`src/rtl/pipe_pkg.sv`:
```
// Shared types and sizing helpers for the fetch-stage PC sequencer.
package pipe_pkg;

  localparam int PC_WIDE_DEF = 7;

  typedef enum logic [1:0] {
    ST_RUN   = 2'd0,
    ST_STALL = 2'd1,
    ST_FLUSH = 2'd2,
    ST_HALT  = 2'd3
  } state_t;

  // Counter must hold FLUSH_CYCLES itself, so size for n+1 values.
  function automatic int cnt_width(input int flush_cycles);
    return (flush_cycles < 1) ? 1 : $clog2(flush_cycles + 1);
  endfunction

endpackage

```
`src/rtl/branch_target_calc.sv`:
```
// Truncating adder: branch target = base + low PC_WIDE bits of the offset.
module branch_target_calc #(
  parameter int PC_WIDE = pipe_pkg::PC_WIDE_DEF
) (
  input  logic [PC_WIDE-1:0] base,
  input  logic [PC_WIDE-1:0] offset,
  output logic [PC_WIDE-1:0] target
);

  assign target = base + offset;

endmodule

```
`src/rtl/pc_sequencer.sv`:
```
// Fetch-stage controller: owns the PC, sequences RUN/STALL/FLUSH/HALT,
// and drives fetch enable plus the same-cycle branch flush strobes.
module pc_sequencer
  import pipe_pkg::*;
#(
  parameter int                PC_WIDE      = PC_WIDE_DEF,
  parameter int                FLUSH_CYCLES = 2,
  parameter logic [PC_WIDE-1:0] RESET_PC    = '0
) (
  input  logic               clk,
  input  logic               rst,
  input  logic               stall_i,
  input  logic               halt_i,
  input  logic               branch_valid_i,
  input  logic               branch_taken_i,
  input  logic [PC_WIDE-1:0] branch_base_i,
  input  logic [31:0]        branch_offset_i,
  output logic [PC_WIDE-1:0] pc_o,
  output logic [PC_WIDE-1:0] pc_next_o,
  output logic               fetch_en_o,
  output logic               flush_ifid_o,
  output logic               flush_idex_o,
  output logic               halted_o
);

  localparam int CNT_W = cnt_width(FLUSH_CYCLES);

  state_t             state, state_nxt;
  logic [PC_WIDE-1:0] pc_nxt;
  logic [CNT_W-1:0]   cnt, cnt_nxt;
  logic [PC_WIDE-1:0] target;
  logic               redir;
  logic               fetch_raw;
  logic               unused_offset_hi;

  // Displacement bits above the PC width can never affect a modulo-2^PC_WIDE sum.
  assign unused_offset_hi = ^branch_offset_i[31:PC_WIDE];

  branch_target_calc #(.PC_WIDE(PC_WIDE)) u_target (
    .base   (branch_base_i),
    .offset (branch_offset_i[PC_WIDE-1:0]),
    .target (target)
  );

  assign redir = !rst && branch_valid_i && branch_taken_i &&
                 (state == ST_RUN || state == ST_STALL);

  always_comb begin
    state_nxt = state;
    pc_nxt    = pc_o;
    cnt_nxt   = cnt;
    fetch_raw = 1'b0;
    case (state)
      ST_RUN: begin
        fetch_raw = 1'b1;
        if (redir) begin
          pc_nxt    = target;
          cnt_nxt   = CNT_W'(FLUSH_CYCLES);
          state_nxt = ST_FLUSH;
        end else if (halt_i) begin
          state_nxt = ST_HALT;
        end else if (stall_i) begin
          state_nxt = ST_STALL;
        end else begin
          pc_nxt = pc_o + PC_WIDE'(1);
        end
      end
      ST_STALL: begin
        if (redir) begin
          pc_nxt    = target;
          cnt_nxt   = CNT_W'(FLUSH_CYCLES);
          state_nxt = ST_FLUSH;
        end else if (halt_i) begin
          state_nxt = ST_HALT;
        end else if (!stall_i) begin
          // Resume without incrementing: the held address has not been fetched yet.
          state_nxt = ST_RUN;
        end
      end
      ST_FLUSH: begin
        cnt_nxt = cnt - CNT_W'(1);
        if (cnt <= CNT_W'(1)) begin
          cnt_nxt   = '0;
          state_nxt = stall_i ? ST_STALL : ST_RUN;
        end
      end
      ST_HALT: ;
      default: state_nxt = ST_RUN;
    endcase
  end

  always_ff @(posedge clk) begin
    if (rst) begin
      state <= ST_RUN;
      pc_o  <= RESET_PC;
      cnt   <= '0;
    end else begin
      state <= state_nxt;
      pc_o  <= pc_nxt;
      cnt   <= cnt_nxt;
    end
  end

  assign pc_next_o    = pc_o + PC_WIDE'(1);
  assign fetch_en_o   = !rst && fetch_raw;
  assign flush_ifid_o = redir;
  assign flush_idex_o = redir;
  assign halted_o     = !rst && (state == ST_HALT);

endmodule
```
`config.mk`:
```
export PLATFORM = sky130hd
export DESIGN_NAME = pc_sequencer
export DESIGN_NICKNAME = d
export VERILOG_FILES = /design/src/rtl/pipe_pkg.sv /design/src/rtl/branch_target_calc.sv /design/src/rtl/pc_sequencer.sv
export SDC_FILE = /design/constraint.sdc
export NUM_CORES = 1
export LEC_CHECK = 0
export ABC_AREA = 1
export ABC_CLOCK_PERIOD_IN_PS = 1500
export BUFFER_PORTS_ARGS = -buffer_cell sky130_fd_sc_hd__buf_2
export CAP_MARGIN = 20
export CORE_ASPECT_RATIO = 0.6
export CORE_MARGIN = 5
export CORE_UTILIZATION = 35
export CTS_CLUSTER_DIAMETER = 60
export DETAILED_ROUTE_END_ITERATION = 7
export PLACE_DENSITY = 0.73
export SLEW_MARGIN = 20
export SYNTH_ARGS = -nofsm -noshare
export SYNTH_HDL_FRONTEND = slang
export SYNTH_SLANG_ARGS = --single-unit
```
`constraint.sdc`:
```
create_clock -name clk -period 1.5 [get_ports clk]
set_input_delay 0.075 -clock clk [delete_from_list [all_inputs] [get_ports clk]]
set_output_delay 0.075 -clock clk [all_outputs]
set_load 0.005 [all_outputs]
```
## Word level (Yosys, flattened, before mapping)

Index checks and enable logic that the tools add are counted.

| storage, ports and cells | value |
|---|---|
| input bits | 45 |
| logic and storage cells | 50 |
| output and inout port bits | 18 |
| bits in registers | 11 |

| operators by class | value |
|---|---|
| magnitude comparators | 1 |
| $add $sub $neg | 3 |
| multiplexer cells | 18 |
| equality and inequality tests | 10 |
| reduce and logical (&&, ||, !) cells | 15 |

Operators with widths:

| operator | number |
|---|---|
| 7-bit 2-to-1 mux | 4 |
| 2-bit 2-to-1 mux | 9 |
| 7-bit case mux with 2 select lines | 1 |
| 4-bit != test, second input constant | 2 |
| 4-bit AND reduction | 2 |
| 7-bit by 1-bit adder with 7-bit output, second input constant | 1 |
| 7-bit adder | 1 |
| 3-bit != test, second input constant | 2 |
| 2-bit case mux with 3 select lines | 1 |
| 1-bit logical AND | 5 |
| 2-bit == test, second input constant | 2 |
| 2-bit != test, second input constant | 2 |
| 2-bit case mux with 2 select lines | 1 |
| 2-bit nonzero test | 2 |
| 3-bit nonzero test | 1 |
| 2-bit by 1-bit == test with 1-bit output, second input constant | 1 |
| 2-bit by 1-bit less-or-equal comparator with 1-bit output, second input constant | 1 |
| 2-bit logical NOT | 1 |
| 1-bit 2-to-1 mux | 2 |
| 2-bit by 1-bit != test with 1-bit output, second input constant | 1 |
| 2-bit AND reduction | 1 |
| 2-bit OR reduction | 1 |
| 2-bit by 1-bit subtractor with 2-bit output, second input constant | 1 |
| 1-bit logical NOT | 1 |
| 1-bit logical OR | 1 |

## Depth between registers and ports, before layout

Gate-level depths: netlist (run 1).

| logic depth | value |
|---|---|
| depth in word-level cells | 6 |
| mapped depth | 11 |
| depth with buffers taken out | 11 |

## Modules after synthesis

A second synthesis (run 1) with hierarchy kept.

| second synthesis, totals | value |
|---|---|
| cells, all modules | 191 |
| area, all modules | 1166.1 µm² |

By module, submodules not included:

| module | instances | area an instance (µm²) | seq. area each (µm²) | cells each |
|---|---|---|---|---|
| pc_sequencer | 1 | 855.8 | 220.2 | 137 |
| branch_target_calc | 1 | 310.3 | 0.0 | 54 |

## Least setup slack after synthesis (run 1)

Ideal clock, no wire load.

| timing path | value |
|---|---|
| kind | reg-to-reg |
| from | register state[1] |
| to | register pc_o[6] |
| library setup time | 0.118 ns |
| path slack | 0.021 ns |
| required time | 1.382 ns |
| clock period less this slack | 1.479 ns |
| data arrival time | 1.361 ns |
| buffers on the path | 1 |
| stages on the path, launching flop included | 10 |
| cells stage by stage | dfxtp_1 inv_1 ha_1 nor2_4 inv_2 nand2_4 o21ai_2 buf_6 o21ai_1 a21oi_2 |

| on the way | value |
|---|---|
| cells in the longest elaborated chain, start to end | 5 |
| elaborated cells on any way between the ends | 11 |
| classes of those cells | eq/ne: 4; mux: 2; reduce/logical: 5 |

RTL lines:

| what | RTL line | source |
|---|---|---|
| from (decl) | pc_sequencer.sv:28 | `state_t state, state_nxt;` |
| from (signal assigned) | pc_sequencer.sv:98 | `state <= state_nxt;` |
| 2-bit by 1-bit == test with 1-bit output or 2-bit logical NOT (tied branches) | pc_sequencer.sv:46, pc_sequencer.sv:53 |  |
| 1-bit logical OR | pc_sequencer.sv:46 | `(state == ST_RUN \|\| state == ST_STALL);` |
| 1-bit logical AND | pc_sequencer.sv:45 | `assign redir = !rst && branch_valid_i && branch_taken_i &&` |
| 3-bit != test (no source line) (tied with other cells) | - |  |
| 4-bit AND reduction (no source line) or 7-bit case mux with 2 select lines (tied branches) | - |  |
| to (signal assigned) | pc_sequencer.sv:99 | `pc_o <= pc_nxt;` |
| to (decl) | pc_sequencer.sv:18 | `output logic [PC_WIDE-1:0] pc_o,` |

Parallel ways exist; a longest one is shown, timed or not.
A chain may end at the register's enable or synchronous reset.

## Worst setup path in the final report (run 1)

| timing path | value |
|---|---|
| from | register state[0] |
| to | register pc_o[0] |

The elaborated chain is that of the path after synthesis.

==> metrics, run 1 <==
WL final=2823 um; # setup viols final=0; Yosys top cell area share=20.51%; leakage=0.8343 nW; max-slew violations=0; total track usage=13.37%; core footprint=0.002909 mm^2; Slew HR=84.65%; Yosys top cell by area=dfxtp_1; FF-to-FF path depth=11; first-pass GRT wire length=4498 um; Clk Latency, worst-skew pair=0.24 ns; Hold Vio Cnt, Final=0; I/O pin cnt=63; H-Tree Depth=1; Worst-path clk slew=0.05 ns; Post-CTS Hold Buffers=0; yosys warns=0; Critical Path Start Type=flip-flop; Final Cell Area=0.001556 mm^2; Final Cycle Share=96.58%; mapped cell area=0.001074 mm^2; Worst Hold Class=in -> reg; routability cong.=0.8454; RSZ-0062 raised after global routing=yes; Layout area overhead=44.99%; total chip power=0.002115 W; worst setup path startpoint=state[0]; post-synthesis cell type count=26; Mapped Cells=169; Syn Nets=226; Area after DPL=0.001408 mm^2; worst-margin pin slew=0.2293 ns; Wirelength per Cell=10.61 um; internal power=0.001211 W; Die X=81.50 um; Root Buffer=clkbuf_8; nets=282; pre-CTS setup slack=-0.01751 ns; residual DRC count=0; Worst R2R Setup Slack=0.05 ns; initial detailed-routing violation count=68; Avg Synthesized Cell Area=6.352 um^2; ant diodes=0; Num CTS Buffers=3; GR Overflow Total=0; drt via density=4.504; Arr. time, crit path=1.63 ns; PD cells=1359 mW/mm^2; placed insts=261; Max Cap Violations=0; Non-Filler Instances=266; R2R Path Start=state[0]; hpwl dp=2271 um; I/O Buffers=37; Worst Setup EP=pc_o[0]; critical path class=reg -> reg; Crit Path Max Fanout=4; Peak supply drop=0.7000 mV; Die H=52.90 um; largest net degree at the start of global routing=10; die area=0.004311 mm^2; final worst path period need=1.449 ns; share of cells above drive strength 1=37.50%; crit path capture type=flip-flop; Site Rows=15; clk sink count=11; register area share after synthesis=20.51%; Switch Pwr=0.0009042 W; combinational share of power=63.1%; antenna viol nets, final=0; status=finished clean; CTS tree=done; Seq pwr share=22.6%; Via Count=1,198; Starting Density=36.90%; vias in the first global route=1,081; reg2reg end=pc_o[0]; Final WS setup=0.05137 ns; switching share of total power=42.75%; maximum clock path buffer count=2; clock share of power=14.3%; Worst EP required=1.68 ns; fmax=690.3 MHz; first drt pass iteration count=4; Synth Register Bits=11; initial antenna violation count=0; dominant cells by area after synthesis=dfxtp_1 21%, ha_1 13%, nand2_1 13%; Setup Skew=0.002568 ns
[through the flow]
stage,utilization (%),hold slack [ns],setup TNS [ns]
finish,53.51,0.1079,0
floorplan,-,0.3108,0
global placement,48.39,0.3633,-0.01793
detailed placement,48.39,0.3659,-0.01751
CTS,50.45,0.1111,0
global route,53.51,0.1164,-0.2918
[layout make-up]
cell class / count / area, um^2
inverters: 30 / 117.6
clock buffers: 4 / 45.04
fillers: 281 / 1353
repair buffers: 54 / 320.3
multi-input cells: 125 / 790.8
flip-flops and latches: 11 / 230.2
well taps: 42 / 52.55
[synth_stat cells]
library cell	instances
inv_2	3
buf_2	1
fa_1	1
nand3b_1	1
a21oi_2	1
nand4_1	2
buf_6	1
ha_1	11
inv_1	27
or2_1	1
o21ai_1	9
nand2_4	1
nand2_2	1
dfxtp_1	11
buf_4	1
xor2_1	3
o21ai_2	1
a21oi_1	13
o21ai_0	7
xnor2_1	2
nor2_1	14
o22ai_1	2
nor2_4	2
nand2_1	36
and2_1	1
nand3_1	16
[state kept, by name, summed over array words and instances, names as in the netlist]
register and cells:
pc_o 7, cnt 2, state 2
[worst min-delay path by stage]
| stage | from | to | slack (ns) | cells past startpoint |
|---|---|---|---|---|
| floorplan | branch_valid_i | flush_idex_o | 0.31 | 2 |
| global placement | rst | cnt[1] | 0.36 | 2 |
| detailed placement | rst | cnt[1] | 0.37 | 2 |
| CTS | rst | cnt[1] | 0.11 | 2 |
| global route | rst | state[0] | 0.12 | 2 |
| finish | rst | state[0] | 0.11 | 2 |
[cell usage in the layout, fill, tap and decap left out, types with 2 or more instances in the layout]
cell type,instances
a21oi_1,12
a21oi_2,2
buf_2,37
buf_4,15
buf_6,2
clkbuf_8,3
dfxtp_1,7
dfxtp_2,2
dfxtp_4,2
ha_1,7
ha_4,4
inv_1,24
inv_2,4
inv_4,2
nand2_1,34
nand2_2,3
nand3_1,16
nand4_1,2
nor2_1,10
nor2_2,3
nor2_4,3
o21ai_0,5
o21ai_1,11
o22ai_1,2
xnor2_1,2
xor2_1,3
[cells by family after synthesis]
kind of cell,count (synthesis),synth area share [%]
AO/OA/AOI/OAI,33,16.32
XOR/XNOR,5,4.080
adder cells (fa/ha/maj),12,14.69
buffers and inverters,33,12.70
flip-flops,11,20.51
AND/OR/NAND/NOR,75,31.70
[worst max-delay path, stage by stage, from the launching register on]
cell	delay, ns
dfxtp_4	0.36
inv_4	0.06
ha_4	0.14
inv_2	0.04
nor2_2	0.12
nand2_2	0.09
o21ai_2	0.21
buf_4	0.16
o21ai_1	0.05
inv_1	0.05
o21ai_1	0.05
inv_1	0.05
[what timing repair did]
action / CTS / global route
setup buffers: 1 / 0
gates resized for setup: 4 / 27
pin swaps: 1 / 9
gates cloned: 0 / 0
setup endpoints to repair: 5 / 13
[power by group through the flow]
stage               clock network [W]  logic [W]  registers (W)
floorplan                           0   0.000718       0.000444
detailed placement                  0    0.00116       0.000441
global route                 0.000325    0.00151       0.000490
global placement                    0    0.00115       0.000440
CTS                          0.000309    0.00118       0.000440
finish                       0.000303    0.00133       0.000478
[routing by layer]
layer,GRT usage [%],wire length [um]
met4,2.528,31
met5,0,0
met1,19.23,1446
met3,3.231,216
met2,20.14,1127
Power figures use the tool's default switching activity.
==> inputs of run 2 (changes only) <==
- PLACE_DENSITY: 0.73 -> 0.72
- SYNTH_HIERARCHICAL: not set -> 1
==> metrics, run 2 <==
status=finished clean; residual DRC count=0 (unchanged); met2 usage=20.91% (+0.77 points); placed insts=283 (+8.4%); largest net degree at the start of global routing=12 (+2); mapped cell area=0.001166 mm^2 (+8.6%); Site Rows=16 (+1); Worst Hold Class=in -> reg; Root Buffer=clkbuf_8; CTS tree=done; nets=306 (+8.5%); Via Count=1,315 (+9.8%); filler cell count=340 (+21%); Arr. time, crit path=1.36 ns (-0.27 ns); I/O pin cnt=63 (unchanged); hpwl dp=2495 um (+9.9%); register area share after synthesis=18.88% (-1.6 points); ys async rst share=0% (unchanged); Die H=54.71 um (+3.4%); Max Cap Violations=0 (unchanged); Die X=84.52 um (+3.7%); worst-margin pin slew=0.3042 ns (+0.07485 ns); final worst path period need=1.437 ns (-0.01195 ns); Setup Skew=0.007279 ns (+0.004711 ns); most common cell after layout, fill and taps aside=nand2_1; Peak supply drop=0.4442 mV (-37%); share of cells above drive strength 1=33.87% (-3.6 points); worst setup path startpoint=state[0]; FF/Latch Area=231.5 um^2 (+0.54%); antenna viol nets, final=0 (unchanged); Clk Latency, worst-skew pair=0.24 ns (about the same); I/O Buffers=37 (unchanged); Final Cycle Share=95.78% (-0.80 points); Avg Synthesized Cell Area=6.105 um^2 (-3.9%); # setup viols final=0 (unchanged); Post-synth EDFFs=0 (unchanged); Synth Register Bits=11 (unchanged); max-slew violations=0 (unchanged); Layout area overhead=43.03%; clock share of power=13.1% (-1.2 points); internal power=0.001297 W (+7.1%); routability cong.=0.8312 (-1.7%); Area after DPL=0.001488 mm^2 (+5.7%); maximum clock path buffer count=2 (unchanged); M3 GR Usage=3.759% (+0.53 points); Critical Path Start Type=flip-flop; Worst-path clk slew=0.05 ns (about the same); GRT busiest layer=met2; core footprint=0.003223 mm^2 (+11%); number of flip-flops under the largest register name=7 (unchanged); FF-to-FF path depth=8 (-3); first-pass GRT wire length=4933 um (+9.7%); area occupied by multi-input gates=845.8 um^2 (+7.0%); Switch Pwr=0.001017 W (+12%); H-Tree Depth=1 (unchanged); top cells by count, synth=59 x nand2_1, 34 x inv_1, 20 x nand3_1, 15 x nor2_1; total track usage=13.72% (+0.35 points); initial detailed-routing violation count=50 (-26%); most frequent cells in the layout=57 x nand2_1, 37 x buf_2, 31 x inv_1; Crit Path Max Fanout=5 (+1); hold path depth=2 (unchanged); Num CTS Buffers=3 (unchanged); Syn Nets=248 (+9.7%); Starting Density=36.18% (-0.72 points); top-count cell post-synth=nand2_1; first drt pass iteration count=4 (unchanged); dominant cells by area after synthesis=nand2_1 19%, dfxtp_1 19%, ha_1 12%; Yosys top cell area share=18.99% (-1.5 points); GR Overflow Total=0 (unchanged); Worst EP required=1.42 ns (-0.26 ns); biggest regs=pc_o: 7 flops, cnt: 2 flops, state: 2 flops; die area=0.004624 mm^2 (+7.3%); yosys warns=6 (+6); Mapped Cells=191 (+13%); clk sink count=11 (unchanged); critical path class=reg -> out; Worst R2R Setup Slack=0.11 ns (+0.06 ns); switching share of total power=43.95% (+1.2 points); Final WS setup=0.06332 ns (+0.01195 ns); Yosys top cell by area=nand2_1; ant diodes=0 (unchanged); fmax=696.0 MHz (+0.83%); Fin Hold WS=0.09545 ns (-0.01242 ns); Worst Setup EP=flush_idex_o; Hold Crit Start=rst; vias in the first global route=1,122 (+3.8%); Final Cell Area=0.001668 mm^2 (+7.2%); combinational share of power=65.0% (+1.9 points); Seq pwr share=21.9% (-0.7 points); drt via density=4.488 (-0.35%); WL final=3171 um (+12%); Top reg by flops=pc_o; R2R Path Start=state[0]; leakage=0.9584 nW (+15%); reg2reg end=pc_o[2]; Slew HR=79.70% (-5.0 points); initial antenna violation count=0 (unchanged); Hold Vio Cnt, Final=0 (unchanged); pre-CTS setup slack=-0.07955 ns (-0.06204 ns); M1 GR Usage=19.31% (+0.082 points); PD cells=1387 mW/mm^2 (+2.1%); crit path capture type=output pin; Post-synth top flop=dfxtp_1; Non-Filler Instances=293 (+10%); post-synthesis cell type count=27 (+3.8%); Wirelength per Cell=10.82 um (+2.0%)
==> run 2: cell count changes after synthesis, moves of 2 or more <==
cell / change
o22ai_1: -2
nand2_1: +23
o21ai_1: -7
nand3_1: +4
inv_1: +7
a21oi_1: -5
==> run 2: how the worst min path moves through the flow <==
stage and to:
6_report state[1], 2_1_floorplan cnt[0], 3_3_place_gp cnt[1], 4_1_cts state[1]
5_1_grt state[1], 3_5_place_dp state[1]
==> run 2: final cells by class <==
type                    count  share of cell area [%]
multi-input cells         141                   50.71
repair buffers             55                   20.71
flip-flops and latches     11                   13.88
inverters                  37                   8.627
well taps                  45                   3.376
clock buffers               4                   2.701
==> run 2: kinds of logic (layout without fill, tap and decap cells) <==
kind of cell               after synthesis  count (layout)  synth area share (%)
AOI/OAI and AO/OA                       18              18                 8.262
xor gates and xnor gates                 6               6                 5.795
adders and majority gates               12              12                 13.52
buffers and inverters                   40              96                 14.48
DFF                                     11              11                 18.88
and+or+nand+nor                        104             105                 39.06
==> run 2: through the flow <==
step	setup TNS (ns)	power, W	utilization (%)
2_1_floorplan	0	0.001250	-
3_3_place_gp	-0.1279	0.001696	46.16
3_5_place_dp	-0.1589	0.001726	46.16
4_1_cts	0	0.002096	48.68
5_1_grt	-0.02758	0.002534	51.75
6_report	0	0.002313	51.75
==> run 2: worst max-delay path, stage by stage, from the launching register on <==
cell	delay, ns
dfxtp_4	0.36
inv_2	0.08
ha_4	0.14
inv_2	0.04
nand2_2	0.09
nand2_4	0.09
buf_12	0.14
inv_2	0.06
buf_2	0.11
==> run 2: what timing repair did <==
| action | in CTS | in global routing |
|---|---|---|
| hold buffers | 0 | 0 |
| endpoints found under the setup margin | 5 | 10 |
| pin swaps | 1 | 7 |
| resized for setup | 7 | 17 |
| buffers inserted | 2 | 3 |
| cloned | 1 | 0 |
==> run 2: metal layers <==
metal / vias up / part of all wire (%)
li1: 707 / -
met1: 570 / 51
met2: 38 / 43
met3: 0 / 6.2
met4: 0 / 0
met5: - / 0
==> run 2: power groups by stage <==
stage               Combinational (W)  Sequential, W  Clock [W]
finish                        0.00150       0.000507   0.000303
global route                  0.00168       0.000518   0.000332
CTS                           0.00131       0.000471   0.000313
detailed placement            0.00126       0.000469          0
global placement              0.00123       0.000466          0
floorplan                    0.000775       0.000475          0
